File: src/rtl/sram_scan_driver.sv
// rtl/sram_scan_driver.sv - parallel command to SRAM scan-wrapper serial driver with read capture
// Optional rdata_par output (even parity of captured word) when SCAN_PARITY_EN is defined.
module sram_scan_driver #(
    parameter int N_addr  = 32,
    parameter int N_cnt   = 31,
    parameter int N_data  = 32,
    parameter int RST_CYC = 4,
    parameter int CAP_DLY = 64
) (
    input  logic              scan_clk,
    input  logic              scan_rst_n,
    input  logic              cmd_valid,
    output logic              cmd_ready,
    input  logic [N_addr-1:0] cmd_addr,
    input  logic [N_cnt-2:0]  cmd_cnt,
    input  logic              cmd_we,
    input  logic [N_data-1:0] cmd_wdata,
    output logic              rdata_valid,
    output logic [N_data-1:0] rdata,
`ifdef SCAN_PARITY_EN
    output logic              rdata_par,
`endif
    output logic              busy,
    output logic              sc_clk_o,
    output logic              sc_rst_n_o,
    output logic              sc_in_o,
    input  logic              sc_out_i
);

    localparam int N_FRAME = N_addr + N_cnt;
    localparam int CW      = $clog2(N_FRAME + N_data + CAP_DLY) + 1;

    localparam logic [CW-1:0] RST_LAST  = CW'(RST_CYC - 1);
    localparam logic [CW-1:0] FRM_LAST  = CW'(N_FRAME - 1);
    localparam logic [CW-1:0] DAT_LAST  = CW'(N_data - 1);
    localparam logic [CW-1:0] WAIT_LAST = CW'(CAP_DLY - 1);
    localparam logic [CW-1:0] CAP_LAST  = CW'(N_data - 1);
    localparam logic [CW-1:0] CAP_FULL  = CW'(N_data);

    typedef enum logic [2:0] {
        S_IDLE,
        S_RST,
        S_ADDR,
        S_DATA,
        S_WAIT,
        S_CAP,
        S_DONE
    } state_t;

    state_t               state;
    logic                 phase;
    logic [CW-1:0]        bit_cnt;
    logic [N_FRAME-1:0]   frame_sr;
    logic [N_data-1:0]    data_sr;
    // Holds the N_data-1 most recent samples; the final sample is merged straight into rdata.
    logic [N_data-2:0]    cap_sr;
    logic                 rd_op;

    assign sc_clk_o = phase;

    always_ff @(posedge scan_clk or negedge scan_rst_n) begin
        if (!scan_rst_n) begin
            state       <= S_IDLE;
            phase       <= 1'b0;
            bit_cnt     <= '0;
            frame_sr    <= '0;
            data_sr     <= '0;
            cap_sr      <= '0;
            rd_op       <= 1'b0;
            cmd_ready   <= 1'b1;
            busy        <= 1'b0;
            rdata       <= '0;
            rdata_valid <= 1'b0;
            sc_rst_n_o  <= 1'b0;
            sc_in_o     <= 1'b0;
`ifdef SCAN_PARITY_EN
            rdata_par   <= 1'b0;
`endif
        end else begin
            rdata_valid <= 1'b0;
            case (state)
                S_IDLE: begin
                    if (cmd_valid && cmd_ready) begin
                        state      <= S_RST;
                        frame_sr   <= {cmd_addr, cmd_cnt, cmd_we};
                        data_sr    <= cmd_we ? cmd_wdata : '0;
                        rd_op      <= ~cmd_we;
                        bit_cnt    <= '0;
                        phase      <= 1'b0;
                        sc_rst_n_o <= 1'b0;
                        sc_in_o    <= 1'b0;
                        cmd_ready  <= 1'b0;
                        busy       <= 1'b1;
                    end
                end
                S_DONE: begin
                    state     <= S_IDLE;
                    bit_cnt   <= '0;
                    cmd_ready <= 1'b1;
                    busy      <= 1'b0;
                end
                default: begin
                    phase <= ~phase;
                    // phase high here means sc_clk_o is about to fall: the only edge that moves drive outputs
                    if (phase) begin
                        case (state)
                            S_RST: begin
                                if (bit_cnt == RST_LAST) begin
                                    state      <= S_ADDR;
                                    bit_cnt    <= '0;
                                    sc_rst_n_o <= 1'b1;
                                    sc_in_o    <= frame_sr[0];
                                    frame_sr   <= frame_sr >> 1;
                                end else begin
                                    bit_cnt <= bit_cnt + CW'(1);
                                end
                            end
                            S_ADDR: begin
                                if (bit_cnt == FRM_LAST) begin
                                    state   <= S_DATA;
                                    bit_cnt <= '0;
                                    sc_in_o <= data_sr[0];
                                    data_sr <= data_sr >> 1;
                                end else begin
                                    bit_cnt  <= bit_cnt + CW'(1);
                                    sc_in_o  <= frame_sr[0];
                                    frame_sr <= frame_sr >> 1;
                                end
                            end
                            S_DATA: begin
                                if (bit_cnt == DAT_LAST) begin
                                    state   <= rd_op ? S_WAIT : S_DONE;
                                    bit_cnt <= '0;
                                    sc_in_o <= 1'b0;
                                end else begin
                                    bit_cnt <= bit_cnt + CW'(1);
                                    sc_in_o <= data_sr[0];
                                    data_sr <= data_sr >> 1;
                                end
                            end
                            S_WAIT: begin
                                if (bit_cnt == WAIT_LAST) begin
                                    state   <= S_CAP;
                                    bit_cnt <= '0;
                                end else begin
                                    bit_cnt <= bit_cnt + CW'(1);
                                end
                            end
                            S_CAP: begin
                                if (bit_cnt == CAP_FULL) begin
                                    state   <= S_DONE;
                                    bit_cnt <= '0;
                                end
                            end
                            default: begin
                                state <= S_IDLE;
                            end
                        endcase
                    end else if (state == S_CAP && bit_cnt != CAP_FULL) begin
                        cap_sr  <= {sc_out_i, cap_sr[N_data-2:1]};
                        bit_cnt <= bit_cnt + CW'(1);
                        if (bit_cnt == CAP_LAST) begin
                            rdata       <= {sc_out_i, cap_sr};
                            rdata_valid <= 1'b1;
`ifdef SCAN_PARITY_EN
                            rdata_par   <= ^{sc_out_i, cap_sr};
`endif
                        end
                    end
                end
            endcase
        end
    end

endmodule
File: config.mk
export PLATFORM = sky130hd
export DESIGN_NAME = sram_scan_driver
export DESIGN_NICKNAME = d
export VERILOG_FILES = /design/src/rtl/sram_scan_driver.sv
export SDC_FILE = /design/constraint.sdc
export NUM_CORES = 1
export LEC_CHECK = 0
export ABC_AREA = 0
export BUFFER_PORTS_ARGS = -buffer_cell sky130_fd_sc_hd__buf_2
export CAP_MARGIN = 0
export CORE_ASPECT_RATIO = 0.8
export CORE_MARGIN = 3
export CORE_UTILIZATION = 57
export CTS_CLUSTER_DIAMETER = 40
export DETAILED_ROUTE_END_ITERATION = 8
export HOLD_SLACK_MARGIN = 0.05
export PLACE_DENSITY = 0.86
export SLEW_MARGIN = 0
export SYNTH_ARGS = -nofsm -noshare
export SYNTH_HDL_FRONTEND = slang
export SYNTH_SLANG_ARGS = --single-unit
File: constraint.sdc
create_clock -name scan_clk -period 3.1 [get_ports scan_clk]
set_clock_uncertainty 0.1 [all_clocks]
set_input_delay 0.155 -clock scan_clk [delete_from_list [all_inputs] [get_ports scan_clk]]
set_output_delay 0.155 -clock scan_clk [all_outputs]
set_load 0.005 [all_outputs]
==> key figures <==
Clocking
  • CTS clk-pin slew, worst paths: roughly 0.08 ns
  • Worst-skew pair later-pin latency: roughly 0.42 ns
  • CTS tree: yes
  • Setup bufs post-CTS: 0
  • Htree depth: 4
  • CTS Sinks: between 150 and 200
  • Maximum clock insertion buffer count: 2
  • CTS Buf Count: 17
  • CTS root buffer: clkbuf_16

Synthesis
  • Post-Syn Area: about 0.0083 sq mm
  • Largest area contributor in the netlist: dfrtp_1
  • Mapped Cells: 753
  • Yosys warnings: 0
  • Synthesis-stage register bit count: roughly 180
  • Area contributors post-synth: dfrtp_1, mux2i_1, nand2_1
  • Syn Nets: 858
  • Top FF cell, synth: dfrtp_1
  • Yosys cell types: slightly above 60
  • Area share of the largest cell type after synthesis: 0.533
  • Register area share after synthesis: 0.537
  • EDFF count, synth: 0
  • Average size of a mapped cell: roughly 11 sq um
  • Synth async-reset ratio: 1.00

Critical path
  • Worst-path fanout max: 126
  • Worst endpoint required time: approximately 3.2 ns
  • CP Buf/Inv Count: 1
  • WS Path Type: flop to flop
  • CP max stage cell: a221o_4
  • Crit path largest cell delay: 0.89 ns
  • Worst path arrival time: ~2.9 ns
  • Crit start category: flop
  • CP top delay family: compound AO/OA/AOI/OAI gates
  • Critical Path End Type: flop
  • CP cell instances: buf_4 > nor2_1 > o211ai_1 > a221o_4 > o21ai_0

Hold path
  • Worst Hold Class: primary input to flop

Final layout
  • # nets final: 1070
  • Synth-to-Final Area Change: 28.3%
  • Share of layout cells above drive strength 1: 0.234
  • Filler Cells Inserted: roughly 880

Flow run
  • Max cap viols: 0

Timing
  • Pins Over Slew Limit: 0
  • Max_slew headroom: 0.226
  • Worst-Margin Slew: 1.16 ns
  • Sum of negative setup slack: 0 ns
  • RSZ-0062 raised after global routing: no
  • FMAX: between 300 and 400 MHz
  • Worst hold slack: 0.204 ns
  • Final Hold Viols: 0
  • Post-route clock period utilization: 0.892
  • Tmin final: 2.76 ns
  • Final setup viols: 0

Floorplan
  • Die ar.: between 0.015 and 0.02 sq mm
  • Die Ht: roughly 110 um
  • Die width: between 100 and 150 um
  • Initial Util: 0.595
  • IO Pins: ~140
  • Number of core rows: 38
  • Core region area: approximately 0.014 sq mm

Place
  • Detailed placement HPWL: between 10000 and 15000 um
  • Routability congestion estimate from global placement: 0.913
  • Number of I/O port buffers: ~140

Detailed routing
  • DR pass1 iterations: 5
  • Starting DRC count in detailed routing: 660
  • Final WL: roughly 20000 um
  • Via total after detailed routing: between 6k and 7k
  • DR WL/cell: 16.9 um
  • DRC: 0
  • Vias/cell: around 5.7
  • Remaining antenna violation count: 0

Status
  • Status: finished clean

Pwr
  • P_leak: ~5.0 nW
  • Power density over the cells: 434 mW/mm^2
  • Maximum VDD drop: just under 0.4 mV

GRT
  • Initial antenna violation count: 1
  • Largest net degree at the start of global routing: roughly 130
  • First-pass GRT wire length: ~34000 um
  • Gr usage total: 0.255
  • Total congestion overflow: 0
  • Number of global-route vias before repair: about 7k
## per-layer routing
metal	vias up	wire [um]	global-route usage
met5	-	0	0
met4	0	488	0.0852
met3	50	1090	0.0503
met1	3194	8330	0.345
li1	3111	-	-
met2	270	9720	0.417
## Yosys cell counts (11+ instances only)
cell type / instances
a21oi_1: 11
a31oi_1: 33
buf_2: 20
clkbuf_1: 19
dfrtp_1: 176
mux2_1: 29
mux2_2: 34
mux2i_1: 62
nand2_1: 107
nand3_1: 36
nor2_1: 37
nor2b_1: 11
o21ai_0: 30
o21ai_1: 40
## flip-flops by register name, indices dropped and copies added (netlist names)
signal	count
cmd_ready	1
sc_rst_n_o	1
sc_in_o	1
busy	1
frame_sr	63
rdata_valid	1
state	3
bit_cnt	9
data_sr	32
rd_op	1
cap_sr	31
sc_clk_o	1
rdata	32
## path summary, 6_finish.rpt
path,from,endpoint,slack [ns],depth (start not counted)
worst max-delay path,state[0],frame_sr[16],0.34,5
worst min-delay path,cmd_we,data_sr[11],0.20,3
max in group asynchronous,scan_rst_n,frame_sr[31],1.89,3
worst max register to register,state[0],frame_sr[16],0.34,5
min in group asynchronous,scan_rst_n,cap_sr[4],0.23,2
worst min register to register,frame_sr[12],frame_sr[12],0.38,2
## what timing repair did
| item | CTS | global route |
|---|---|---|
| endpoints found under the hold margin | 179 | 0 |
| resized for setup | 0 | 0 |
| hold buffers | 97 | 0 |
## final cells by class
type	count	area, sq um	share of cell area
Multi-Input combinational cell	513	3520	0.333
Sequential cell	177	4430	0.418
Clock inverter	13	139	0.0131
Clock buffer	19	433	0.0409
Inverter	10	37.5	0.00354
Timing Repair Buffer	246	1810	0.170
Tap cell	180	225	0.0213
Antenna cell	1	2.50	0.000236
## cell usage in the layout, fill, tap and decap left out, types with 4 or more instances in the layout
cell           count
o31ai_1            9
nand3_1           36
buf_2            135
a31oi_1           33
nor2b_1           11
ha_1               6
o21ai_0           30
buf_4              9
dlygate4sd3_1     97
mux2_2            34
mux2_1            29
nand2_1          107
inv_1             10
clkbuf_16         17
a21oi_1           11
o21ai_1           40
dfrtp_1          176
buf_12             4
a22o_1             7
nor2_1            37
mux2i_1           62
and3_1             5
## worst register-to-register path, delay by kind of cell (launching register included)
| kind | cells | cell delay (ns) |
|---|---|---|
| AO/OA/AOI/OAI | 3 | 1.56 |
| flip-flops | 1 | 0.64 |
| buffers and inverters | 1 | 0.23 |
| AND/OR/NAND/NOR | 1 | 0.06 |
## report_power, final
group / switching (mW) / internal [mW] / total [mW]
Clock: 0.997 / 1.07 / 2.07
Combinational: 0.0947 / 0.130 / 0.225
Sequential: 0 / 2.31 / 2.31
## through the flow
stage	cells	cell area (sq um)	worst slack (ns)	util	total power [mW]
after global placement	1029	9050	0.487	0.652	2.48
after detailed placement	1029	9050	0.501	0.652	2.48
after CTS	1158	10600	0.420	0.763	4.62
after floorplan	753	8260	0.825	-	2.36
after global routing	1159	10600	0.178	0.763	4.76
final	1159	10600	0.336	0.763	4.60
## cells by family after synthesis
kind of cell               share of synthesized area
adders and majority gates                    0.00909
DFF                                            0.537
muxes                                          0.161
buffers and inverters                         0.0403
AOI/OAI and AO/OA                              0.125
and+or+nand+nor                                0.128
Power figures use the tool's default switching activity.
